--- src/rtl/jtframe_multicen.sv ---
// Fractional clock-enable generator: CH channels of num/den-rate enables plus
// half-rate companions, all gated by a lock that waits for a stable configuration.
module jtframe_multicen #(
    parameter int CH       = 4,
    parameter int W        = 10,
    parameter int LOCKW    = 8,
    parameter int LOCK_DLY = 30
) (
    input  logic              rst,
    input  logic              clk,
    input  logic              enable,
    input  logic [CH*W-1:0]   num,
    input  logic [CH*W-1:0]   den,
    output logic [CH-1:0]     cen,
    output logic [CH-1:0]     cen2,
    output logic              locked
);

    localparam int CW = 2*CH*W;
    localparam logic [LOCKW-1:0] LOCK_LAST = LOCKW'(LOCK_DLY-1);

    logic [CW-1:0]    cfg_q, cfg_d;
    logic             cfg_change;
    logic [LOCKW-1:0] cnt_q, cnt_d;
    logic             locked_q, locked_d;

    assign cfg_change = ({num, den} != cfg_q);

    // A configuration change restarts the settle count and overrides everything but rst
    always_comb begin
        cfg_d    = {num, den};
        cnt_d    = cnt_q;
        locked_d = locked_q;
        if (cfg_change) begin
            cnt_d    = '0;
            locked_d = 1'b0;
        end else if (!locked_q) begin
            if (cnt_q == LOCK_LAST) begin
                locked_d = 1'b1;
            end else begin
                cnt_d = cnt_q + 1'b1;
            end
        end
    end

    always_ff @(posedge clk or posedge rst) begin
        if (rst) begin
            cfg_q    <= '0;
            cnt_q    <= '0;
            locked_q <= 1'b0;
        end else begin
            cfg_q    <= cfg_d;
            cnt_q    <= cnt_d;
            locked_q <= locked_d;
        end
    end

    assign locked = locked_q;

    genvar gi;
    generate
        for (gi = 0; gi < CH; gi++) begin : g_ch
            logic [W-1:0] num_i, den_i;
            logic [W:0]   acc_q, acc_d, sum;
            logic         phase_q, phase_d;
            logic         cen_q, cen_d, cen2_q, cen2_d;

            assign num_i = num[gi*W +: W];
            assign den_i = den[gi*W +: W];
            assign sum   = acc_q + {1'b0, num_i};

            // num>=den saturates: pulse every active cycle and keep acc pinned at 0
            always_comb begin
                acc_d   = acc_q;
                phase_d = phase_q;
                cen_d   = 1'b0;
                cen2_d  = 1'b0;
                if (cfg_change || !locked_q) begin
                    acc_d   = '0;
                    phase_d = 1'b0;
                end else if (enable) begin
                    if (sum >= {1'b0, den_i}) begin
                        acc_d   = (num_i >= den_i) ? '0 : (sum - {1'b0, den_i});
                        cen_d   = 1'b1;
                        phase_d = ~phase_q;
                        cen2_d  = phase_q;
                    end else begin
                        acc_d = sum;
                    end
                end
            end

            always_ff @(posedge clk or posedge rst) begin
                if (rst) begin
                    acc_q   <= '0;
                    phase_q <= 1'b0;
                    cen_q   <= 1'b0;
                    cen2_q  <= 1'b0;
                end else begin
                    acc_q   <= acc_d;
                    phase_q <= phase_d;
                    cen_q   <= cen_d;
                    cen2_q  <= cen2_d;
                end
            end

            assign cen[gi]  = cen_q;
            assign cen2[gi] = cen2_q;
        end
    endgenerate

endmodule

--- config.mk ---
export PLATFORM = sky130hd
export DESIGN_NAME = jtframe_multicen
export DESIGN_NICKNAME = d
export VERILOG_FILES = /design/src/rtl/jtframe_multicen.sv
export SDC_FILE = /design/constraint.sdc
export NUM_CORES = 1
export LEC_CHECK = 0
export ABC_AREA = 0
export CORE_UTILIZATION = 55
export CTS_CLUSTER_SIZE = 40
export DETAILED_ROUTE_END_ITERATION = 10
export PLACE_DENSITY = 0.83
export SLEW_MARGIN = 25
export SYNTH_ARGS = -nofsm -noshare
export SYNTH_HDL_FRONTEND = slang
export SYNTH_SLANG_ARGS = --single-unit
--- constraint.sdc ---
create_clock -name clk -period 6 [get_ports clk]
set_input_delay 1.2 -clock clk [delete_from_list [all_inputs] [get_ports clk]]
set_output_delay 1.2 -clock clk [all_outputs]
set_load 0.05 [all_outputs]
==> results.yml, run 1 <==
placed_design:
  placed_cell_area_um2: 11230
  io_buffers: 91
  dp_hpwl_um: 19890
  gp_congestion: 0.9834
global_route:
  grt_pass1_vias: 7912
  grt.total_usage_pct: 28.28
  grt_max_degree: 114
  antenna_found_initial: 0
  gr-total-overflow: 0
  grt_pass1_wl_um: 40220
floorplan:
  rows: 49
  die_w_um: 137.5
  core-area_um2: 17960
  die_area_um2: 18920
  initial_core_util_pct: 56.25
  die_h_um: 137.5
  io-pin-count: 92
cts:
  cts_setup_buffers: 0
  htree_num_levels: 4
  clkSinkCount: 145
  numCtsBuffers: 17
  cts.root.buffer_cell: "clkbuf_16"
  clockBufferDepth: 2
  cts_tree: "yes"
  postCtsHoldBufs: 0
  clk_pin_slew_worst_paths_ns: 0.06
  clock_latency_ns: 0.43
  cts_resized: 0
sta:
  fin_crit_sh_pct: 87.86
  relSlewSlack_pct: 49.50
  setup_viol: 0
  skew_ns: 0.008487
  rsz0062_at_grt: "no"
  timing_max_transition_violations_final: 0
  hold_violations: 0
  fin_tns_setup_ns: 0
  fmax_mhz: 189.7
  period_needed_ns: 5.272
  max_slew.worst_pin.slew_ns: 0.7576
setup_path:
  cp.arrival_ns: 5.61
  criticalPathCategory: "in2reg"
  cp_data_required_time_ns: 6.34
  worstReg2RegStart: "g_ch[1].acc_q[0]"
  startpoint_type: "primary input"
  worstSetupEndpointType: "flop"
  crit_path_max_fanout: 10
  critical_path.startpoint: "num[0]"
yosys:
  synth_cell_type_count: 56
  syn_inst: 1035
  syn_area_um2: 10100
  syn_area_per_cell_um2: 9.763
  ys_seq_area_share_pct: 35.91
  async_reset_ff_share_pct: 100.0
  synth.top_cell.area_share_pct: 35.91
  synth_area_leaders: "dfrtp_1 (36%), ha_1 (15%), xnor2_1 (9.5%)"
  synth_edf_count: 0
  yosysWarnings: 0
  syn-num-nets: 1248
  yosys.area.top_type: "dfrtp_1"
  ys_ff_latch: 145
  synth_top_flop_cell: "dfrtp_1"
cells_and_area:
  n_fill_cell: 1391
  layout-drive-gt1-share_pct: 4.829
  final_area_um2: 11820
  final_common_cell: "dfrtp_1"
  area_growth_pct: 17.00
  final_cell_mix: "dfrtp_1 (145), ha_1 (122), xnor2_1 (110)"
  fin_nets: 1340
  antennaDiodeCount: 0
run_status:
  outcome: "complete, no violations"
routing:
  firstDrtPassIters: 5
  drtAntennaViolNets: 0
  post_drt_wl_per_cell_um: 18.56
  via_count: 8224
  avgViaCountPerCell: 6.012
  drc: 0
  drt_wl_total_um: 25390
  drt-initial-drc-count: 617
power_and_ir_drop:
  power_mw: 2.586
  cellLeakagePower_nw: 5.260
  ir_worst_vdd_uv: 254.9
  p_per_area_nw_per_um2: 218.7
job:
  maxCapViolCount: 0
min_path:
  hp-start: "g_ch[0].acc_q[8]"
  hold_path.class: "reg2reg"
==> cells in the mapped netlist, drive strengths merged, types with 7 or more instances <==
| master | instances |
|---|---|
| dfrtp | 145 |
| ha | 122 |
| xnor2 | 110 |
| o21ai | 83 |
| inv | 80 |
| nor2 | 69 |
| nand2 | 56 |
| a21oi | 50 |
| xor2 | 36 |
| nand4 | 32 |
| a211oi | 24 |
| a32oi | 22 |
| o221ai | 18 |
| a21o | 17 |
| buf | 14 |
| o21a | 13 |
| clkbuf | 12 |
| nor3 | 12 |
| nor4 | 10 |
| fa | 8 |
| nor2b | 8 |
| or3 | 8 |
| and2 | 7 |
| nand3 | 7 |
| o21bai | 7 |
==> cell families after synthesis <==
group           share of synthesized area, %
compound gates                         17.57
xor+xnor                               12.65
fa+ha+maj                              16.69
buf+inv                                4.458
flops                                  35.91
mux                                   0.1981
simple gates                           12.52
==> flip-flops by register name (all words and copies together) (netlist names) <==
signal and flops:
g_ch.cen_q 4, g_ch.cen2_q 4, g_ch.acc_q 44, cfg_q 80, g_ch.phase_q 4, locked 1, cnt_q 8
==> layout make-up <==
type	count	area (µm²)	share of cell area [%]
Multi-Input combinational cell	784	6035	51.04
Tap cell	229	286.5	2.424
Clock buffer	20	456.7	3.863
Clock inverter	11	137.6	1.164
Inverter	80	307.8	2.603
Timing Repair Buffer	99	970.9	8.212
Sequential cell	145	3628	30.69
==> routing by layer <==
layer,track usage (%),wire length [µm],up-vias
met1,36.13,10900,3964
li1,-,-,3918
met4,11.36,835,0
met2,47.04,12190,285
met5,0,0,-
met3,5.445,1459,57
==> critical path, stage by stage <==
cell and delay, ns:
clkdlybuf4s50_1 0.51, ha_1 0.29, fa_1 0.42, a211oi_1 0.33, o21bai_1 0.13, a21oi_1 0.18
xor2_1 0.26, inv_1 0.10, ha_1 0.34, and4_1 0.21, a211oi_1 0.48, o211a_1 0.25
o2111a_1 0.39, nand2_1 0.28, o221ai_1 0.24
==> where the power goes <==
group	internal, mW	switching [mW]	total, mW
logic	0.212	0.275	0.487
clock network	0.669	0.411	1.08
registers	1.01	0.0131	1.02
==> metrics by stage <==
step	setup WS [ns]	utilization (%)	cells	hold slack, ns
floorplan	0.9054	-	1035	0.4600
global placement	0.4515	62.49	1337	0.4786
detailed placement	0.3609	62.49	1337	0.4761
CTS	0.7522	65.80	1368	0.4953
global route	0.3821	65.81	1368	0.5141
finish	0.7282	65.81	1368	0.4925
==> final timing paths <==
check / endpoint / slack (ns) / cells after the start
min in group asynchronous: cnt_q[3] / 1.33 / 2
worst min-delay path: g_ch[0].acc_q[8] / 0.49 / 2
worst min register to register: g_ch[0].acc_q[8] / 0.49 / 2
worst max register to register: g_ch[1].acc_q[1] / 1.66 / 15
worst max-delay path: g_ch[0].acc_q[1] / 0.73 / 15
max in group asynchronous: cnt_q[7] / 3.70 / 3
No activity file was read; power rests on OpenSTA's default activity.
==> run 2, diff against run 1 <==
Clock period 6 ns to 5.8 ns, I/O delays scaled along.
==> run 2 against run 1 <==
Clock-buffer cell count decreased by 3. Total power increased by 6.2%. Highest routed layer unchanged. Global-route usage is 0.29 points higher. Largest power group unchanged. Critical path type unchanged. Utilization rose by 0.40 points. Largest cell class unchanged. Sequential power about the same.
==> results.yml, run 2 (synthesized netlist as in run 1, its figures left out) <==
floorplan:
  die_area_um2: 18920
  initial_core_util_pct: 56.25
  die_h_um: 137.5
  core-area_um2: 17960
  io-pin-count: 92
  die_w_um: 137.5
  rows: 49
sta:
  rsz0062_at_grt: "no"
  fin_crit_sh_pct: 89.61
  relSlewSlack_pct: 47.73
  whs_ns: 0.4987
  fin_tns_setup_ns: 0
  timing_max_transition_violations_final: 0
  period_needed_ns: 5.197
  hold_violations: 0
  max_slew.worst_pin.slew_ns: 0.7840
  setup_viol: 0
  fmax_mhz: 192.4
  skew_ns: 0.01693
cts:
  cts.root.buffer_cell: "clkbuf_16"
  cts_resized: 0
  clock_latency_ns: 0.43
  htree_num_levels: 4
  clockBufferDepth: 2
  numCtsBuffers: 17
  cts_tree: "yes"
  cts_setup_buffers: 0
  postCtsHoldBufs: 0
  clk_pin_slew_worst_paths_ns: 0.06
  clkSinkCount: 145
global_route:
  grt.total_usage_pct: 28.57
  grt_pass1_wl_um: 40930
  grt_pass1_vias: 8197
  antenna_found_initial: 1
  gr-total-overflow: 0
  grt_max_degree: 114
power_and_ir_drop:
  p_per_area_nw_per_um2: 230.8
  ir_worst_vdd_uv: 220.8
  cellLeakagePower_nw: 5.306
setup_path:
  critical_path.startpoint: "num[10]"
  startpoint_type: "primary input"
  cp-endpoint: "g_ch[1].acc_q[1]"
  worstReg2RegStart: "g_ch[1].acc_q[0]"
  criticalPathCategory: "in2reg"
  crit_path_max_incr_delay_ns: 0.64
  reg2reg_depth: 15
  r2r-end: "g_ch[1].acc_q[1]"
  crit_chain: "clkdlybuf4s50_1, ha_1, fa_1, a211oi_1, o21bai_1, a21oi_1, xor2_1, inv_1, ha_1, nand4_1, a21oi_1, nor3_1, o311a_1, and3_1, or4b_4, o221ai_1"
  r2r_slack_ns: 1.48
  worstSetupEndpointType: "flop"
  slowest_stage: "or4b_4"
  crit_path_max_fanout: 11
  cp_data_required_time_ns: 6.14
  cp.arrival_ns: 5.54
cells_and_area:
  antennaDiodeCount: 0
  reg_top3: "cfg_q: 80 flops, g_ch.acc_q: 44 flops, cnt_q: 8 flops"
  final_cell_mix: "dfrtp_1 (145), ha_1 (122), xnor2_1 (110)"
  fin_nets: 1345
  n_fill_cell: 1375
  largest_register_ffs: 80
  area_growth_pct: 17.72
  final_common_cell: "dfrtp_1"
  fin_util_pct: 66.22
  layout-drive-gt1-share_pct: 5.415
  final_cell_count_no_fill: 1374
  largest-register: "cfg_q"
routing:
  drt-initial-drc-count: 539
  drtAntennaViolNets: 0
  drt_wl_total_um: 25720
  firstDrtPassIters: 5
  via_count: 8237
  drc: 0
  avgViaCountPerCell: 5.995
  post_drt_wl_per_cell_um: 18.72
placed_design:
  dp_hpwl_um: 19770
  dp_cells: 1342
  gp_congestion: 0.9698
  io_buffers: 91
run_status:
  outcome: "complete, no violations"
min_path:
  hold_path.class: "reg2reg"
  min_path_cells: 2
job:
  maxCapViolCount: 0
[run 2: cell count changes in the layout (fill, tap and decap cells not counted), sizes merged]
cell / delta
buf: +5
inv: +5
clkbuf: -3
clkinvlp: -2
bufinv: +1
[run 2: area by class of cell]
cell class	count	area, µm²	area share (%)
Multi-Input combinational cell	784	6035	50.73
Sequential cell	145	3628	30.50
Timing Repair Buffer	104	1008	8.478
Clock buffer	17	425.4	3.576
Inverter	80	307.8	2.588
Tap cell	229	286.5	2.409
Clock inverter	15	203.9	1.715
[run 2: power breakdown]
| part | internal, mW | total, mW | switching [mW] |
|---|---|---|---|
| registers | 1.04 | 1.05 | 0.0134 |
| logic | 0.222 | 0.511 | 0.289 |
| clock network | 0.725 | 1.18 | 0.456 |
| total | 1.99 | 2.75 | 0.758 |
[run 2: through the flow]
step / total power, mW / cell area (µm²) / setup slack [ns]
3_3_place_gp: 1.555 / 11260 / 0.3845
5_1_grt: 2.845 / 11900 / 0.2987
3_5_place_dp: 1.570 / 11260 / 0.3001
2_1_floorplan: 1.387 / 10100 / 0.7454
6_report: 2.745 / 11900 / 0.6026
4_1_cts: 2.745 / 11890 / 0.6557
[run 2: worst min path at each step]
stage	to	slack [ns]	startpoint
5_1_grt	g_ch[0].acc_q[5]	0.51	g_ch[0].acc_q[5]
6_report	g_ch[0].acc_q[8]	0.50	g_ch[0].acc_q[8]
2_1_floorplan	g_ch[2].acc_q[0]	0.46	g_ch[2].acc_q[0]
3_3_place_gp	g_ch[0].cen2_q	0.48	g_ch[0].phase_q
4_1_cts	g_ch[0].acc_q[8]	0.50	g_ch[0].acc_q[8]
3_5_place_dp	g_ch[2].acc_q[3]	0.49	g_ch[2].acc_q[3]
[run 2: routing by layer]
metal  share of wire (%)  track usage, %
met5                   0               0
met1                  43           36.47
met4                 3.7           13.31
met3                 5.5           4.562
met2                  48           47.38
[run 2: worst max-delay path: cells and delay by family]
| kind | cells | cell delay (ns) |
|---|---|---|
| buffers and inverters | 2 | 0.55 |
| AND/OR/NAND/NOR | 4 | 1.10 |
| AO/OA/AOI/OAI | 6 | 1.43 |
| adder cells (fa/ha/maj) | 3 | 1.06 |
| XOR/XNOR | 1 | 0.24 |
